File: src/rtl/evt_wait_pkg.sv
// Shared types for the event wait scheduler: command codes, channel states, command record.
// Command record fields are sized for the largest supported build (NCH <= 8, PARA <= 16).
package evt_wait_pkg;

  localparam logic [4:0] CMD_REL    = 5'd1;
  localparam logic [4:0] CMD_EXT    = 5'd2;
  localparam logic [4:0] CMD_CANCEL = 5'd3;

  localparam int CMD_CH_W   = 3;
  localparam int CMD_TIME_W = 16;

  typedef enum logic [1:0] {
    IDLE = 2'd0,
    WAIT = 2'd1,
    FIRE = 2'd2
  } ch_state_e;

  typedef struct packed {
    logic [4:0]            kind;
    logic [CMD_CH_W-1:0]   ch;
    logic [CMD_TIME_W-1:0] wtime;
  } cmd_t;

endpackage

File: src/rtl/evt_wait_fifo.sv
// Two-entry command FIFO; full/empty are registered, empty_next exposes the post-update occupancy.
module evt_wait_fifo
  import evt_wait_pkg::*;
(
  input  logic clk,
  input  logic rst,
  input  logic push,
  input  logic pop,
  input  cmd_t din,
  output cmd_t dout,
  output logic full,
  output logic empty,
  output logic empty_next
);

  cmd_t       mem_r [2];
  logic       wr_ptr_r;
  logic       rd_ptr_r;
  logic [1:0] cnt_r;
  logic [1:0] cnt_nxt_s;
  logic       full_r;
  logic       empty_r;
  logic       push_ok_s;
  logic       pop_ok_s;

  assign push_ok_s = push & ~full_r;
  assign pop_ok_s  = pop & ~empty_r;

  // occupancy after this cycle's push/pop
  always_comb begin
    cnt_nxt_s = cnt_r;
    case ({push_ok_s, pop_ok_s})
      2'b10:   cnt_nxt_s = cnt_r + 2'd1;
      2'b01:   cnt_nxt_s = cnt_r - 2'd1;
      default: cnt_nxt_s = cnt_r;
    endcase
  end

  // pointers and status flags
  always_ff @(posedge clk) begin
    if (rst) begin
      wr_ptr_r <= 1'b0;
      rd_ptr_r <= 1'b0;
      cnt_r    <= 2'd0;
      full_r   <= 1'b0;
      empty_r  <= 1'b1;
    end else begin
      if (push_ok_s) wr_ptr_r <= ~wr_ptr_r;
      if (pop_ok_s)  rd_ptr_r <= ~rd_ptr_r;
      cnt_r   <= cnt_nxt_s;
      full_r  <= (cnt_nxt_s == 2'd2);
      empty_r <= (cnt_nxt_s == 2'd0);
    end
  end

  // storage
  always_ff @(posedge clk) begin
    if (rst) begin
      mem_r[0] <= '0;
      mem_r[1] <= '0;
    end else if (push_ok_s) begin
      mem_r[wr_ptr_r] <= din;
    end
  end

  assign dout       = mem_r[rd_ptr_r];
  assign full       = full_r;
  assign empty      = empty_r;
  assign empty_next = (cnt_nxt_s == 2'd0);

endmodule

File: src/rtl/evt_wait_sched.sv
// Per-channel wait-time scheduler feeding the clock-gate indicator stage.
// Optional build macro EVT_WAIT_SAT_EN: EXT saturates instead of wrapping.
module evt_wait_sched
  import evt_wait_pkg::*;
#(
  parameter  int PARA = 2,
  parameter  int NCH  = 2,
  localparam int CHW  = (NCH > 1) ? $clog2(NCH) : 1
) (
  input  logic                      clk,
  input  logic                      rst,
  input  logic                      cmd_valid,
  output logic                      cmd_ready,
  input  logic [4:0]                cmd_type,
  input  logic [CHW-1:0]            cmd_ch,
  input  logic [PARA-1:0]           cmd_time,
  input  logic                      sched_en,
  output logic [4:0]                cmd_type_M,
  output logic [NCH-1:0][PARA-1:0]  proc_rel_time,
  output logic [NCH-1:0][PARA-1:0]  event_proc,
  output logic [NCH-1:0]            evt_done,
  output logic                      ckg_ind
);

  function automatic logic [PARA-1:0] ext_add(input logic [PARA-1:0] a, input logic [PARA-1:0] b);
`ifdef EVT_WAIT_SAT_EN
    logic [PARA:0] sum;
    sum = {1'b0, a} + {1'b0, b};
    if (sum[PARA]) ext_add = '1;
    else           ext_add = sum[PARA-1:0];
`else
    ext_add = a + b;
`endif
  endfunction

  cmd_t             push_cmd_s;
  cmd_t             head_s;
  logic             full_s;
  logic             empty_s;
  logic             empty_nxt_s;
  logic             pop_s;
  logic             unused_head_s;
  logic [NCH-1:0]   idle_now_s;
  logic [NCH-1:0]   idle_nxt_s;
  logic [4:0]       cmd_type_r;
  logic             ckg_r;

  assign push_cmd_s = '{kind: cmd_type, ch: CMD_CH_W'(cmd_ch), wtime: CMD_TIME_W'(cmd_time)};
  assign pop_s      = sched_en & ~empty_s;
  assign cmd_ready  = ~full_s;
  // upper time bits are zero-extension only
  assign unused_head_s = ^head_s;

  evt_wait_fifo u_fifo (
    .clk        (clk),
    .rst        (rst),
    .push       (cmd_valid),
    .pop        (pop_s),
    .din        (push_cmd_s),
    .dout       (head_s),
    .full       (full_s),
    .empty      (empty_s),
    .empty_next (empty_nxt_s)
  );

  for (genvar i = 0; i < NCH; i++) begin : g_ch
    ch_state_e       state_r, state_nxt_s;
    logic [PARA-1:0] cnt_r, cnt_nxt_s;
    logic [PARA-1:0] prt_r, prt_nxt_s;
    logic [PARA-1:0] tim_s;
    logic            done_r;
    logic            hit_s;

    assign tim_s = head_s.wtime[PARA-1:0];
    // NOPs and unknown types fall through to the free-running timer path
    assign hit_s = pop_s && (head_s.ch == CMD_CH_W'(i)) &&
                   ((head_s.kind == CMD_REL) || (head_s.kind == CMD_EXT) ||
                    (head_s.kind == CMD_CANCEL));

    // channel next state: an applied command overrides countdown/expiry
    always_comb begin
      state_nxt_s = state_r;
      cnt_nxt_s   = cnt_r;
      prt_nxt_s   = prt_r;
      if (hit_s) begin
        case (head_s.kind)
          CMD_REL: begin
            state_nxt_s = WAIT;
            cnt_nxt_s   = tim_s;
            prt_nxt_s   = tim_s;
          end
          CMD_EXT: begin
            state_nxt_s = WAIT;
            if (state_r == WAIT) begin
              cnt_nxt_s = ext_add(cnt_r, tim_s);
            end else begin
              cnt_nxt_s = tim_s;
              prt_nxt_s = tim_s;
            end
          end
          CMD_CANCEL: begin
            state_nxt_s = IDLE;
            cnt_nxt_s   = '0;
          end
          default: state_nxt_s = state_r;
        endcase
      end else begin
        case (state_r)
          IDLE: state_nxt_s = IDLE;
          WAIT: begin
            if (sched_en) begin
              if (cnt_r == '0) state_nxt_s = FIRE;
              else             cnt_nxt_s   = cnt_r - PARA'(1'b1);
            end else begin
              state_nxt_s = WAIT;
            end
          end
          FIRE: state_nxt_s = IDLE;
          default: begin
            state_nxt_s = IDLE;
            cnt_nxt_s   = '0;
          end
        endcase
      end
    end

    // channel registers
    always_ff @(posedge clk) begin
      if (rst) begin
        state_r <= IDLE;
        cnt_r   <= '0;
        prt_r   <= '0;
        done_r  <= 1'b0;
      end else begin
        state_r <= state_nxt_s;
        cnt_r   <= cnt_nxt_s;
        prt_r   <= prt_nxt_s;
        done_r  <= (state_nxt_s == FIRE);
      end
    end

    assign idle_now_s[i]    = (state_r == IDLE);
    assign idle_nxt_s[i]    = (state_nxt_s == IDLE);
    assign event_proc[i]    = cnt_r;
    assign proc_rel_time[i] = prt_r;
    assign evt_done[i]      = done_r;
  end

  // gate indication needs channels and FIFO quiet both now and next cycle
  always_ff @(posedge clk) begin
    if (rst) begin
      cmd_type_r <= 5'd0;
      ckg_r      <= 1'b1;
    end else begin
      if (pop_s) cmd_type_r <= head_s.kind;
      ckg_r <= (&idle_now_s) & (&idle_nxt_s) & empty_s & empty_nxt_s;
    end
  end

  assign cmd_type_M = cmd_type_r;
  assign ckg_ind    = ckg_r;

endmodule
File: config.mk
export PLATFORM = sky130hd
export DESIGN_NAME = evt_wait_sched
export DESIGN_NICKNAME = d
export VERILOG_FILES = /design/src/rtl/evt_wait_pkg.sv /design/src/rtl/evt_wait_fifo.sv /design/src/rtl/evt_wait_sched.sv
export SDC_FILE = /design/constraint.sdc
export NUM_CORES = 1
export LEC_CHECK = 0
export CAP_MARGIN = 40
export CORE_AREA = 2 2 68 70
export DETAILED_ROUTE_END_ITERATION = 10
export DIE_AREA = 0 0 70 72
export DONT_BUFFER_PORTS = 1
export PLACE_DENSITY = 0.6
export SLEW_MARGIN = 20
export SYNTH_ARGS = -nofsm -noshare
export SYNTH_HDL_FRONTEND = slang
export SYNTH_SLANG_ARGS = --single-unit
File: constraint.sdc
create_clock -name clk -period 2.7 [get_ports clk]
set_input_delay 0.54 -clock clk [delete_from_list [all_inputs] [get_ports clk]]
set_output_delay 0.54 -clock clk [all_outputs]
set_load 0.02 [all_outputs]
==> results of run 1 <==
[report_power, final]
group | switching, mW | total, mW | internal (mW)
Combinational | 0.258 | 0.447 | 0.189
Sequential | 0.110 | 0.887 | 0.777
Clock | 0.219 | 0.493 | 0.274
[routing by layer]
metal,global-route usage (%),routed length [um]
met1,23.52,1921
met2,28.36,1957
met3,5.139,210
met4,5.769,57
met5,0,0
[Yosys cell counts (2+ instances only)]
library cell / n
clkbuf_1: 8
nor2_1: 24
dfxtp_1: 27
buf_4: 2
and4_1: 4
inv_1: 14
o31ai_1: 2
a21o_1: 3
nand2b_1: 6
a211oi_1: 10
nand3_1: 4
or2_1: 2
o21ai_0: 6
nand2_1: 7
a2111o_1: 2
mux2i_1: 8
ha_1: 5
o2bb2ai_1: 2
a21oi_1: 11
xnor2_1: 4
xor2_1: 3
nor3_1: 9
edfxtp_1: 16
and2_1: 17
mux2_2: 2
o21ai_1: 2
[sequential cells by signal, indices dropped and copies added (netlist names), named ones only]
| register | count |
|---|---|
| u_fifo.cnt_r | 2 |
| ckg_ind | 1 |
| g_ch.prt_r | 4 |
| g_ch.state_r | 4 |
| g_ch.done_r | 2 |
| u_fifo.wr_ptr_r | 1 |
| u_fifo.rd_ptr_r | 1 |
| g_ch.cnt_r | 4 |
| cmd_type_M | 5 |
| u_fifo.mem_r | 16 |
| u_fifo.empty | 1 |
| u_fifo.full | 1 |
[final cells by class]
type,instances,area (um2),area share [%]
sequential,43,1021,44.86
multi-input combinational,149,979.7,43.05
clock inverter,3,43.79,1.924
tap,52,65.06,2.859
clock buffer,5,68.82,3.024
timing repair buffer,6,45.04,1.979
inverter,14,52.55,2.309
[cell families after synthesis]
group,Yosys count
xor gates and xnor gates,7
adders and majority gates,5
buffers and inverters,25
and+or+nand+nor,80
DFF,43
muxes,10
AOI/OAI and AO/OA,47
[stage by stage]
step | cell area [um2] | util, % | worst slack, ps | instances
6_report | 2276 | 53.37 | 303.2 | 272
5_1_grt | 2276 | 53.37 | 181.3 | 272
4_1_cts | 2276 | 53.37 | 307.4 | 272
3_5_place_dp | 2163 | 50.73 | 331.0 | 264
3_3_place_gp | 2163 | 50.73 | 449.6 | 264
2_1_floorplan | 2103 | - | 577.7 | 217
[final timing paths]
path                                                   start                            end  slack [ps]  cells past startpoint
worst max-delay path                               flip-flop  g_ch[0].cnt_r[1]$_SDFFE_PP0P_         300                      6
worst min-delay path                                     rst   u_fifo.wr_ptr_r$_SDFFE_PP0P_         310                      1
worst max register to register                     flip-flop  g_ch[0].cnt_r[1]$_SDFFE_PP0P_         300                      6
worst min register to register  u_fifo.rd_ptr_r$_SDFFE_PP0P_   u_fifo.rd_ptr_r$_SDFFE_PP0P_         530                      2
[worst max-delay path: cells and delay by family, from the launching register on]
kind,cells,cell delay (ps)
AO/OA/AOI/OAI,3,920
flip-flops,1,490
AND/OR/NAND/NOR,1,280
buffers and inverters,1,230
multiplexers,1,350
==> out/qor.yml, run 1 <==
rsz0062_at_grt: "false"
synth_edf_count: 16
grt_max_degree: 27
cts_sinks: 43
synth_top_family_by_area: "simple AND/OR/NAND/NOR gates"
arrival_ps: 2570
synth-simple-area-share_pct: 20.40
core_area_mm2: 0.004264
drt-total-wl_um: 4146
synth_fp_nets: 234
peakVddDrop_v: 0.0005038
final-hold-violation-count: 0
hp-class: "in -> reg"
setup_viol: 0
initial_core_util_pct: 49.33
yosysUniqueCellTypes: 43
yosys.area.top_type_share_pct: 25.70
drc: 0
power_density_mw_per_mm2: 802.7
cts_tree: "built"
tns_ps: 0
wire_per_inst_um: 15.24
synthAdderAreaFrac_pct: 2.974
num_vias: 1519
cts_max_path_buffers: 2
fmax_mhz: 417.2
num_rows: 24
post_cts_buffers: 0
post-route-min-period_ps: 2397
total_power_mw: 1.827
drive_above_1_share_pct: 9.545
most-common-layout-cells: "dfxtp_1, nor2_1, and2_1"
final_common_cell: "dfxtp_1"
skew_ps: 4.345
required_ps: 2870
first_global_vias: 1491
synth-main-ff-cell: "dfxtp_1"
synth_area_mm2: 0.002103
grt_pass1_wl_um: 7058
slew_violations: 0
critPathKind: "reg -> reg"
ioPinCount: 29
synth_compound_area_share_pct: 15.41
num_antenna_cells: 0
first_iter_violations: 57
drtPass1Iterations: 4
path_cells: "buf_4 -> mux2_2 -> a2111o_1 -> or2_1 -> o31ai_1 -> a221oi_1"
die_area_mm2: 0.005040
ctsHoldBuffers: 0
relSlewSlack_pct: 50.01
gp_congestion: 0.8039
clkTransAtPathRegs_ps: 80
p_leak_nw: 0.8542
cts_resized: 0
place_hpwl_um: 3100
slowest_stage: "dfxtp_1"
via_per_inst: 5.585
area_delta_synth_final_pct: 8.209
synthTopCellsByArea: "dfxtp_1, edfxtp_1, and2_1"
yosysWarnings: 0
status: "complete, no violations"
die_y_um: 72
num-fill-cells: 396
worst_pin_slew_ps: 748.3
critPathMaxFanout: 8
grt_antenna_before_repair: 0
syn_area_per_cell_um2: 9.692
critPathMaxStageDelay_ps: 490
h-tree-depth: 2
cap_violations: 0
cts-root-buf: "clkbuf_8"
cp-start-kind: "flip-flop"
hold_slack_ps: 305.2
ys_ff_latch: 43
track_usage_pct: 17.76
numCtsBuffers: 5
io_buffer_count: 0
cp-end-kind: "flip-flop"
synthMuxAreaShare_pct: 4.878
syn_inst: 217
yosys.area.top_type: "dfxtp_1"
ant_nets: 0
final_nets: 236
die_x_um: 70
async_flop_share_pct: 0
insertion_delay_ps: 300
grt_overflow: 0
synth-xor-area-share_pct: 2.915
yosysSeqAreaShare_pct: 48.54
period_share_pct: 88.77
Power figures use the tool's default switching activity.
==> run 2, diff against run 1 <==
--- a/config.mk
+++ b/config.mk
@@ -5,12 +5,12 @@
 export SDC_FILE = /design/constraint.sdc
 export NUM_CORES = 1
 export LEC_CHECK = 0
-export CAP_MARGIN = 40
 export CORE_AREA = 2 2 68 70
 export DETAILED_ROUTE_END_ITERATION = 10
 export DIE_AREA = 0 0 70 72
 export DONT_BUFFER_PORTS = 1
 export PLACE_DENSITY = 0.6
+export SKIP_CTS_REPAIR_TIMING = 1
 export SLEW_MARGIN = 20
 export SYNTH_ARGS = -nofsm -noshare
 export SYNTH_HDL_FRONTEND = slang
==> results of run 2 <==
Final layout, timing and power as in run 1 (identical DEF).
==> run 3, diff against run 2 <==
--- a/config.mk
+++ b/config.mk
@@ -11,7 +11,7 @@
 export DONT_BUFFER_PORTS = 1
 export PLACE_DENSITY = 0.6
 export SKIP_CTS_REPAIR_TIMING = 1
-export SLEW_MARGIN = 20
+export SLEW_MARGIN = 10
 export SYNTH_ARGS = -nofsm -noshare
 export SYNTH_HDL_FRONTEND = slang
 export SYNTH_SLANG_ARGS = --single-unit
==> results of run 3 <==
Final layout, timing and power as in run 1 (identical DEF).
